**src/rtl/huffman_decoder_pkg.sv**
```systemverilog
// Canonical Huffman code tables and shared types for the Huffman link decoder.
// The tables match the default code used by huffman_encoder.
package huffman_decoder_pkg;

    localparam int MAX_LEN   = 5;
    localparam int NUM_SYMS  = 7;
    localparam int LEN_W     = 3;
    localparam int TBL_SYM_W = 8;

    typedef logic [MAX_LEN-1:0]   code_t;
    typedef logic [LEN_W-1:0]     len_t;
    typedef logic [TBL_SYM_W-1:0] sym_t;
    typedef logic [2:0]           sym_idx_t;

    typedef struct packed {
        logic match;
        sym_t sym;
    } lookup_t;

    // Code 5=00 68=01 50=100 100=101 150=110 200=1110 250=11110; 11111 unassigned
    function automatic code_t canon_first(input len_t len);
        case (len)
            3'd2:    return 5'd0;
            3'd3:    return 5'd4;
            3'd4:    return 5'd14;
            3'd5:    return 5'd30;
            default: return 5'd0;
        endcase
    endfunction

    function automatic code_t canon_count(input len_t len);
        case (len)
            3'd2:    return 5'd2;
            3'd3:    return 5'd3;
            3'd4:    return 5'd1;
            3'd5:    return 5'd1;
            default: return 5'd0;
        endcase
    endfunction

    function automatic sym_idx_t canon_offs(input len_t len);
        case (len)
            3'd3:    return 3'd2;
            3'd4:    return 3'd5;
            3'd5:    return 3'd6;
            default: return 3'd0;
        endcase
    endfunction

    function automatic sym_t canon_sym(input sym_idx_t idx);
        case (idx)
            3'd0:    return 8'd5;
            3'd1:    return 8'd68;
            3'd2:    return 8'd50;
            3'd3:    return 8'd100;
            3'd4:    return 8'd150;
            3'd5:    return 8'd200;
            3'd6:    return 8'd250;
            default: return 8'd0;
        endcase
    endfunction

endpackage

```
**src/rtl/huffman_decoder_if.sv**
```systemverilog
// Stream-side signals of the Huffman decoder: encoded word input, symbol output,
// control (enable/flush) and the sticky error flag.
interface huffman_decoder_if #(
    parameter int IN_W  = 16,
    parameter int SYM_W = 8
);
    logic             enable;
    logic             in_valid;
    logic [IN_W-1:0]  data_in;
    logic             in_ready;
    logic             flush;
    logic             out_valid;
    logic [SYM_W-1:0] data_out;
    logic             out_ready;
    logic             err;

    modport master (
        output enable, in_valid, data_in, flush, out_ready,
        input  in_ready, out_valid, data_out, err
    );

    modport slave (
        input  enable, in_valid, data_in, flush, out_ready,
        output in_ready, out_valid, data_out, err
    );
endinterface

```
**src/rtl/huffman_canon_lookup.sv**
```systemverilog
// Combinational canonical-code match: a (code,len) pair hits when
// code-FIRST[len] < COUNT[len]; the symbol then comes from SYMTAB.
module huffman_canon_lookup
    import huffman_decoder_pkg::*;
(
    input  code_t   code,
    input  len_t    len,
    output lookup_t res
);
    code_t    diff;
    sym_idx_t idx;

    always_comb begin
        diff      = code - canon_first(len);
        // On a hit diff < COUNT <= 3, so its low bits are the full offset
        idx       = canon_offs(len) + diff[2:0];
        res.match = (diff < canon_count(len));
        res.sym   = res.match ? canon_sym(idx) : '0;
    end
endmodule

```
**src/rtl/huffman_decoder.sv**
```systemverilog
// Bit-serial canonical Huffman decoder: unpacks 16-bit words MSB first, one bit
// per clock, and emits one symbol per matched code; codes may span word boundaries.
module huffman_decoder
    import huffman_decoder_pkg::*;
#(
    parameter int IN_W  = 16,
    parameter int SYM_W = 8
) (
    input  logic               clk,
    input  logic               rst,
    huffman_decoder_if.slave   bus
);
    localparam logic [2:0] S_IDLE   = 3'd0;
    localparam logic [2:0] S_FETCH  = 3'd1;
    localparam logic [2:0] S_DECODE = 3'd2;
    localparam logic [2:0] S_EMIT   = 3'd3;
    localparam logic [2:0] S_ERR    = 3'd4;
    localparam int BCNT_W = $clog2(IN_W + 1);

    logic [2:0]        state;
    logic [IN_W-1:0]   shreg;
    logic [BCNT_W-1:0] bcnt;
    code_t             code;
    len_t              len;
    logic [SYM_W-1:0]  sym_q;
    logic              flush_pend;
    code_t             code_nxt;
    len_t              len_nxt;
    lookup_t           lk;

    assign code_nxt = {code[MAX_LEN-2:0], shreg[IN_W-1]};
    assign len_nxt  = len + len_t'(1);

    huffman_canon_lookup u_lookup (
        .code (code_nxt),
        .len  (len_nxt),
        .res  (lk)
    );

    // A flush in the same cycle as a word offer refuses the word
    assign bus.in_ready  = (state == S_FETCH) && bus.enable && !bus.flush;
    assign bus.out_valid = (state == S_EMIT);
    assign bus.data_out  = sym_q;
    assign bus.err       = (state == S_ERR);

    always_ff @(posedge clk or negedge rst) begin
        if (!rst) begin
            state      <= S_IDLE;
            shreg      <= '0;
            bcnt       <= '0;
            code       <= '0;
            len        <= '0;
            sym_q      <= '0;
            flush_pend <= 1'b0;
        end else if (!bus.enable) begin
            state      <= S_IDLE;
            shreg      <= '0;
            bcnt       <= '0;
            code       <= '0;
            len        <= '0;
            flush_pend <= 1'b0;
        end else begin
            case (state)
                S_IDLE: state <= S_FETCH;
                S_FETCH: begin
                    if (bus.flush) begin
                        shreg <= '0;
                        bcnt  <= '0;
                        code  <= '0;
                        len   <= '0;
                    end else if (bus.in_valid) begin
                        shreg <= bus.data_in;
                        bcnt  <= BCNT_W'(IN_W);
                        state <= S_DECODE;
                    end
                end
                S_DECODE: begin
                    if (bus.flush) begin
                        shreg <= '0;
                        bcnt  <= '0;
                        code  <= '0;
                        len   <= '0;
                        state <= S_FETCH;
                    end else begin
                        shreg <= shreg << 1;
                        bcnt  <= bcnt - BCNT_W'(1);
                        code  <= code_nxt;
                        len   <= len_nxt;
                        // code/len survive a FETCH so a code can straddle two words
                        if (lk.match) begin
                            sym_q <= SYM_W'(lk.sym);
                            state <= S_EMIT;
                        end else if (len_nxt == len_t'(MAX_LEN)) begin
                            state <= S_ERR;
                        end else if (bcnt == BCNT_W'(1)) begin
                            state <= S_FETCH;
                        end
                    end
                end
                S_EMIT: begin
                    if (bus.flush) flush_pend <= 1'b1;
                    if (bus.out_ready) begin
                        code       <= '0;
                        len        <= '0;
                        flush_pend <= 1'b0;
                        if (flush_pend || bus.flush) begin
                            shreg <= '0;
                            bcnt  <= '0;
                            state <= S_FETCH;
                        end else begin
                            state <= (bcnt == '0) ? S_FETCH : S_DECODE;
                        end
                    end
                end
                S_ERR:   state <= S_ERR;
                default: state <= S_IDLE;
            endcase
        end
    end
endmodule

```
**src/flat_wrapper.sv**
```systemverilog
// flat-port wrapper written by rule: the top's interface ports become plain ports
module huffman_decoder_flat import huffman_decoder_pkg::*;
#(
    parameter int IN_W  = 16,
    parameter int SYM_W = 8
)
  (clk, rst, bus_enable, bus_in_valid, bus_data_in, bus_flush, bus_out_ready, bus_in_ready, bus_out_valid, bus_data_out, bus_err);
  huffman_decoder_if #(.IN_W(IN_W), .SYM_W(SYM_W)) bus_i ();
  input  logic clk;
  input  logic rst;
  input wire logic [$bits(bus_i.enable)-1:0] bus_enable;
  input wire logic [$bits(bus_i.in_valid)-1:0] bus_in_valid;
  input wire logic [$bits(bus_i.data_in)-1:0] bus_data_in;
  input wire logic [$bits(bus_i.flush)-1:0] bus_flush;
  input wire logic [$bits(bus_i.out_ready)-1:0] bus_out_ready;
  output wire logic [$bits(bus_i.in_ready)-1:0] bus_in_ready;
  output wire logic [$bits(bus_i.out_valid)-1:0] bus_out_valid;
  output wire logic [$bits(bus_i.data_out)-1:0] bus_data_out;
  output wire logic [$bits(bus_i.err)-1:0] bus_err;
  assign bus_i.enable = bus_enable;
  assign bus_i.in_valid = bus_in_valid;
  assign bus_i.data_in = bus_data_in;
  assign bus_i.flush = bus_flush;
  assign bus_i.out_ready = bus_out_ready;
  assign bus_in_ready = bus_i.in_ready;
  assign bus_out_valid = bus_i.out_valid;
  assign bus_data_out = bus_i.data_out;
  assign bus_err = bus_i.err;
  huffman_decoder #(.IN_W(IN_W), .SYM_W(SYM_W)) u_core (.clk(clk), .rst(rst), .bus(bus_i));
endmodule
```
**config.mk**
```make
export PLATFORM = sky130hd
export DESIGN_NAME = huffman_decoder_flat
export DESIGN_NICKNAME = d
export VERILOG_FILES = /design/src/rtl/huffman_decoder_pkg.sv /design/src/rtl/huffman_decoder_if.sv /design/src/rtl/huffman_canon_lookup.sv /design/src/rtl/huffman_decoder.sv /design/src/flat_wrapper.sv
export SDC_FILE = /design/constraint.sdc
export NUM_CORES = 1
export LEC_CHECK = 0
export CORE_MARGIN = 5
export CORE_UTILIZATION = 50
export DETAILED_ROUTE_END_ITERATION = 6
export PLACE_DENSITY = 0.76
export SKIP_CTS_REPAIR_TIMING = 1
export SLEW_MARGIN = 5
export SYNTH_ARGS = -nofsm -noshare
export SYNTH_HDL_FRONTEND = slang
export SYNTH_HIERARCHICAL = 1
export SYNTH_SLANG_ARGS = --single-unit
```
**constraint.sdc**
```tcl
create_clock -name clk -period 3.35 [get_ports clk]
set_input_delay 0.67 -clock clk [delete_from_list [all_inputs] [get_ports clk]]
set_output_delay 0.67 -clock clk [all_outputs]
set_load 0.02 [all_outputs]
```
==> out/metrics.yaml <==
rsz0062_at_grt: "false"
status: "complete, no violations"
final_common_cell: "dfrtp_1"
timing.rr.end: "u_core/bus.data_out[3]"
ant_nets: 0
critPathSlowestCell: "dfrtp_1"
die_h_um: 81.35
clkPwrFrac: 0.237
cts_buffer_depth: 2
fin_ws_ns: 0.2401
grt_usage: 0.1850
r2r-start: "u_core/len[0]"
fmax_mhz: 321.6
ff2ff_setup_slack_ns: 0.24
fin_crit_ns: 3.110
synth-async-reset-ratio: 1.000
p_per_area_nw_per_um2: 455.7
power_uw: 1374
cts_root_buffer: "clkbuf_8"
clock-sinks: 40
num-nets-final: 313
clk_pin_slew_ns: 0.07
crit_end: "u_core/bus.data_out[3]"
filler_cell_count: 464
hold_path.class: "input pin to async pin"
viasPerCell: 5.540
end_kind: "flip-flop"
worst_ep_required_time_ns: 3.53
finalMaxSlewViolations: 0
syn-mean-instance-area_um2: 10.30
portBuffers: 32
antenna_found_initial: 0
worstMarginPinSlew_ns: 1.007
syn_area_um2: 2545
routed_wl_um: 5282
cts_htree_levels: 2
seqCellArea_um2: 1001
synth_cell_types: 57
grt_use_met2: 0.3127
final_cell_mix: "dfrtp_1 (40), clkdlybuf4s50_1 (31), mux2_2 (18)"
path_max_fanout: 8
max-cap-violations: 0
syn_to_final_growth_pct: 18.49
p_int_uw: 894.3
critPathLaunch: "u_core/len[0]"
swShare: 0.3492
top_usage_layer: "met2"
start_util: 0.5080
rows: 26
vdd_drop_max_mv: 0.2954
max_stage_delay_ns: 0.40
dpl_worst_slack_ns: 0.2225
synth-seq-cells: 40
drt_pass1_iterations: 4
num_antenna_cells: 0
grt_pass1_vias: 2055
r2r_cells: 12
ios: 33
overflow: 0
multiInputGateArea_um2: 1394
gr-usage-met3: 0.04545
core-area_um2: 5010
yosysWarnings: 6
drt_iter0_markers: 72
synth_nets: 281
drive_gt1_frac: 0.1857
p_leak_uw: 0.001330
path_class: "flip-flop to flip-flop"
synth-edff-count: 0
place_congestion: 0.8166
relSlewSlack: 0.3242
grt_pass1_wl_um: 9535
wl_per_cell_um: 15.09
cts_buffers: 5
dieArea_um2: 6617
fin_crit_sh: 0.9283
hpwlAfterDp_um: 3820
cts_tree: "built"
clk_latency_ns: 0.28
synthCells: 247
skew_ns: 0.003005
drcViolationCount: 0
yosysSeqAreaShare: 0.3933
use_met1: 0.2388
synth_flop_cell: "dfrtp_1"
finalHoldViolations: 0
start_kind: "flip-flop"
arrival_ns: 3.29
final-setup-viol-count: 0
cp_cell_sequence: "inv_1 -> ha_1 -> nor2b_1 -> a21oi_2 -> inv_1 -> fa_1 -> xor2_1 -> nand3b_1 -> nand4bb_1 -> inv_1 -> nand2_1 -> mux2_2"
pwr-share-comb: 0.347
power_frac_seq: 0.416
grt_max_degree: 41
setup-tns-final_ns: 0
cpMostUsedCell: "inv_1"
p_switching_uw: 479.8
fp.dieW_um: 81.35
num_vias: 1939
routing by layer:
layer  wire length [um]  up-vias
met1               2390      951
li1                   -      947
met4                 15        0
met3                214        4
met2               2660       37
met5                  0        -
through the flow:
| stage | util | cells | area, um^2 | hold slack [ns] |
|---|---|---|---|---|
| global placement | 0.5824 | 342 | 2918 | 0.4884 |
| floorplan | - | 247 | 2545 | 0.3744 |
| detailed placement | 0.5824 | 342 | 2918 | 0.4933 |
| CTS | 0.6004 | 350 | 3008 | 0.5109 |
| finish | 0.6019 | 350 | 3015 | 0.4957 |
| global route | 0.6019 | 350 | 3015 | 0.5312 |
layout make-up:
class,count,share of cell area
well taps,70,0.02905
clock buffers,8,0.02988
multi-input cells,174,0.4622
flip-flops and latches,40,0.3320
inverters,18,0.02241
repair buffers,40,0.1245
synth_stat cells (all sizes together), types with 3 or more instances:
library cell	n	area, um^2
a211oi	3	22.52
a21oi	11	58.81
a22o	8	70.07
a31oi	3	18.77
buf	7	60.05
clkbuf	8	30.03
dfrtp	40	1001
ha	10	125.1
inv	18	67.56
mux2	19	214.0
mux2i	8	80.08
nand2	12	45.04
nand2b	7	53.80
nand3	10	50.05
nor2	13	48.80
nor2b	5	31.28
nor3	4	25.02
nor4	4	46.29
o21ai	15	78.82
o31ai	12	143.9
xnor2	4	35.03
xor2	3	26.28
kinds of logic after synthesis:
family | Yosys count | share of synthesized area
XOR/XNOR | 7 | 0.02409
AND/OR/NAND/NOR | 67 | 0.1534
adder cells (fa/ha/maj) | 12 | 0.06490
AO/OA/AOI/OAI | 61 | 0.1868
flip-flops | 40 | 0.3933
buffers and inverters | 33 | 0.06194
multiplexers | 27 | 0.1155
worst max-delay path, delay by kind of cell (launching register included):
kind / cells / cell delay, ns
AO/OA/AOI/OAI: 1 / 0.22
XOR/XNOR: 1 / 0.14
adder cells (fa/ha/maj): 2 / 0.69
buffers and inverters: 3 / 0.41
flip-flops: 1 / 0.40
multiplexers: 1 / 0.35
AND/OR/NAND/NOR: 4 / 0.78
sequential cells by signal, indices dropped and copies added (netlist names):
register / flops
u_core/state: 3
u_core/len: 3
u_core/bus.data_out: 8
u_core/code: 4
u_core/shreg: 16
u_core/flush_pend: 1
u_core/bcnt: 5
power by group through the flow:
stage	sequential [uW]	clock, uW	combinational, uW
after floorplan	566	0	374
after global placement	578	0	471
after detailed placement	580	0	477
after CTS	571	340	479
after global routing	579	364	529
final	571	326	477
worst min path at each step:
stage | to | slack, ns | from | depth (start not counted)
after floorplan | u_core/bcnt[0] | 0.37 | rst | 0
after global placement | u_core/bus.data_out[0] | 0.49 | u_core/bus.data_out[0] | 1
after detailed placement | u_core/bus.data_out[0] | 0.49 | u_core/bus.data_out[0] | 1
after CTS | u_core/bus.data_out[0] | 0.51 | u_core/bus.data_out[0] | 1
after global routing | u_core/bus.data_out[6] | 0.53 | u_core/bus.data_out[6] | 1
final | u_core/state[1] | 0.50 | rst | 1
Power figures use the tool's default switching activity.
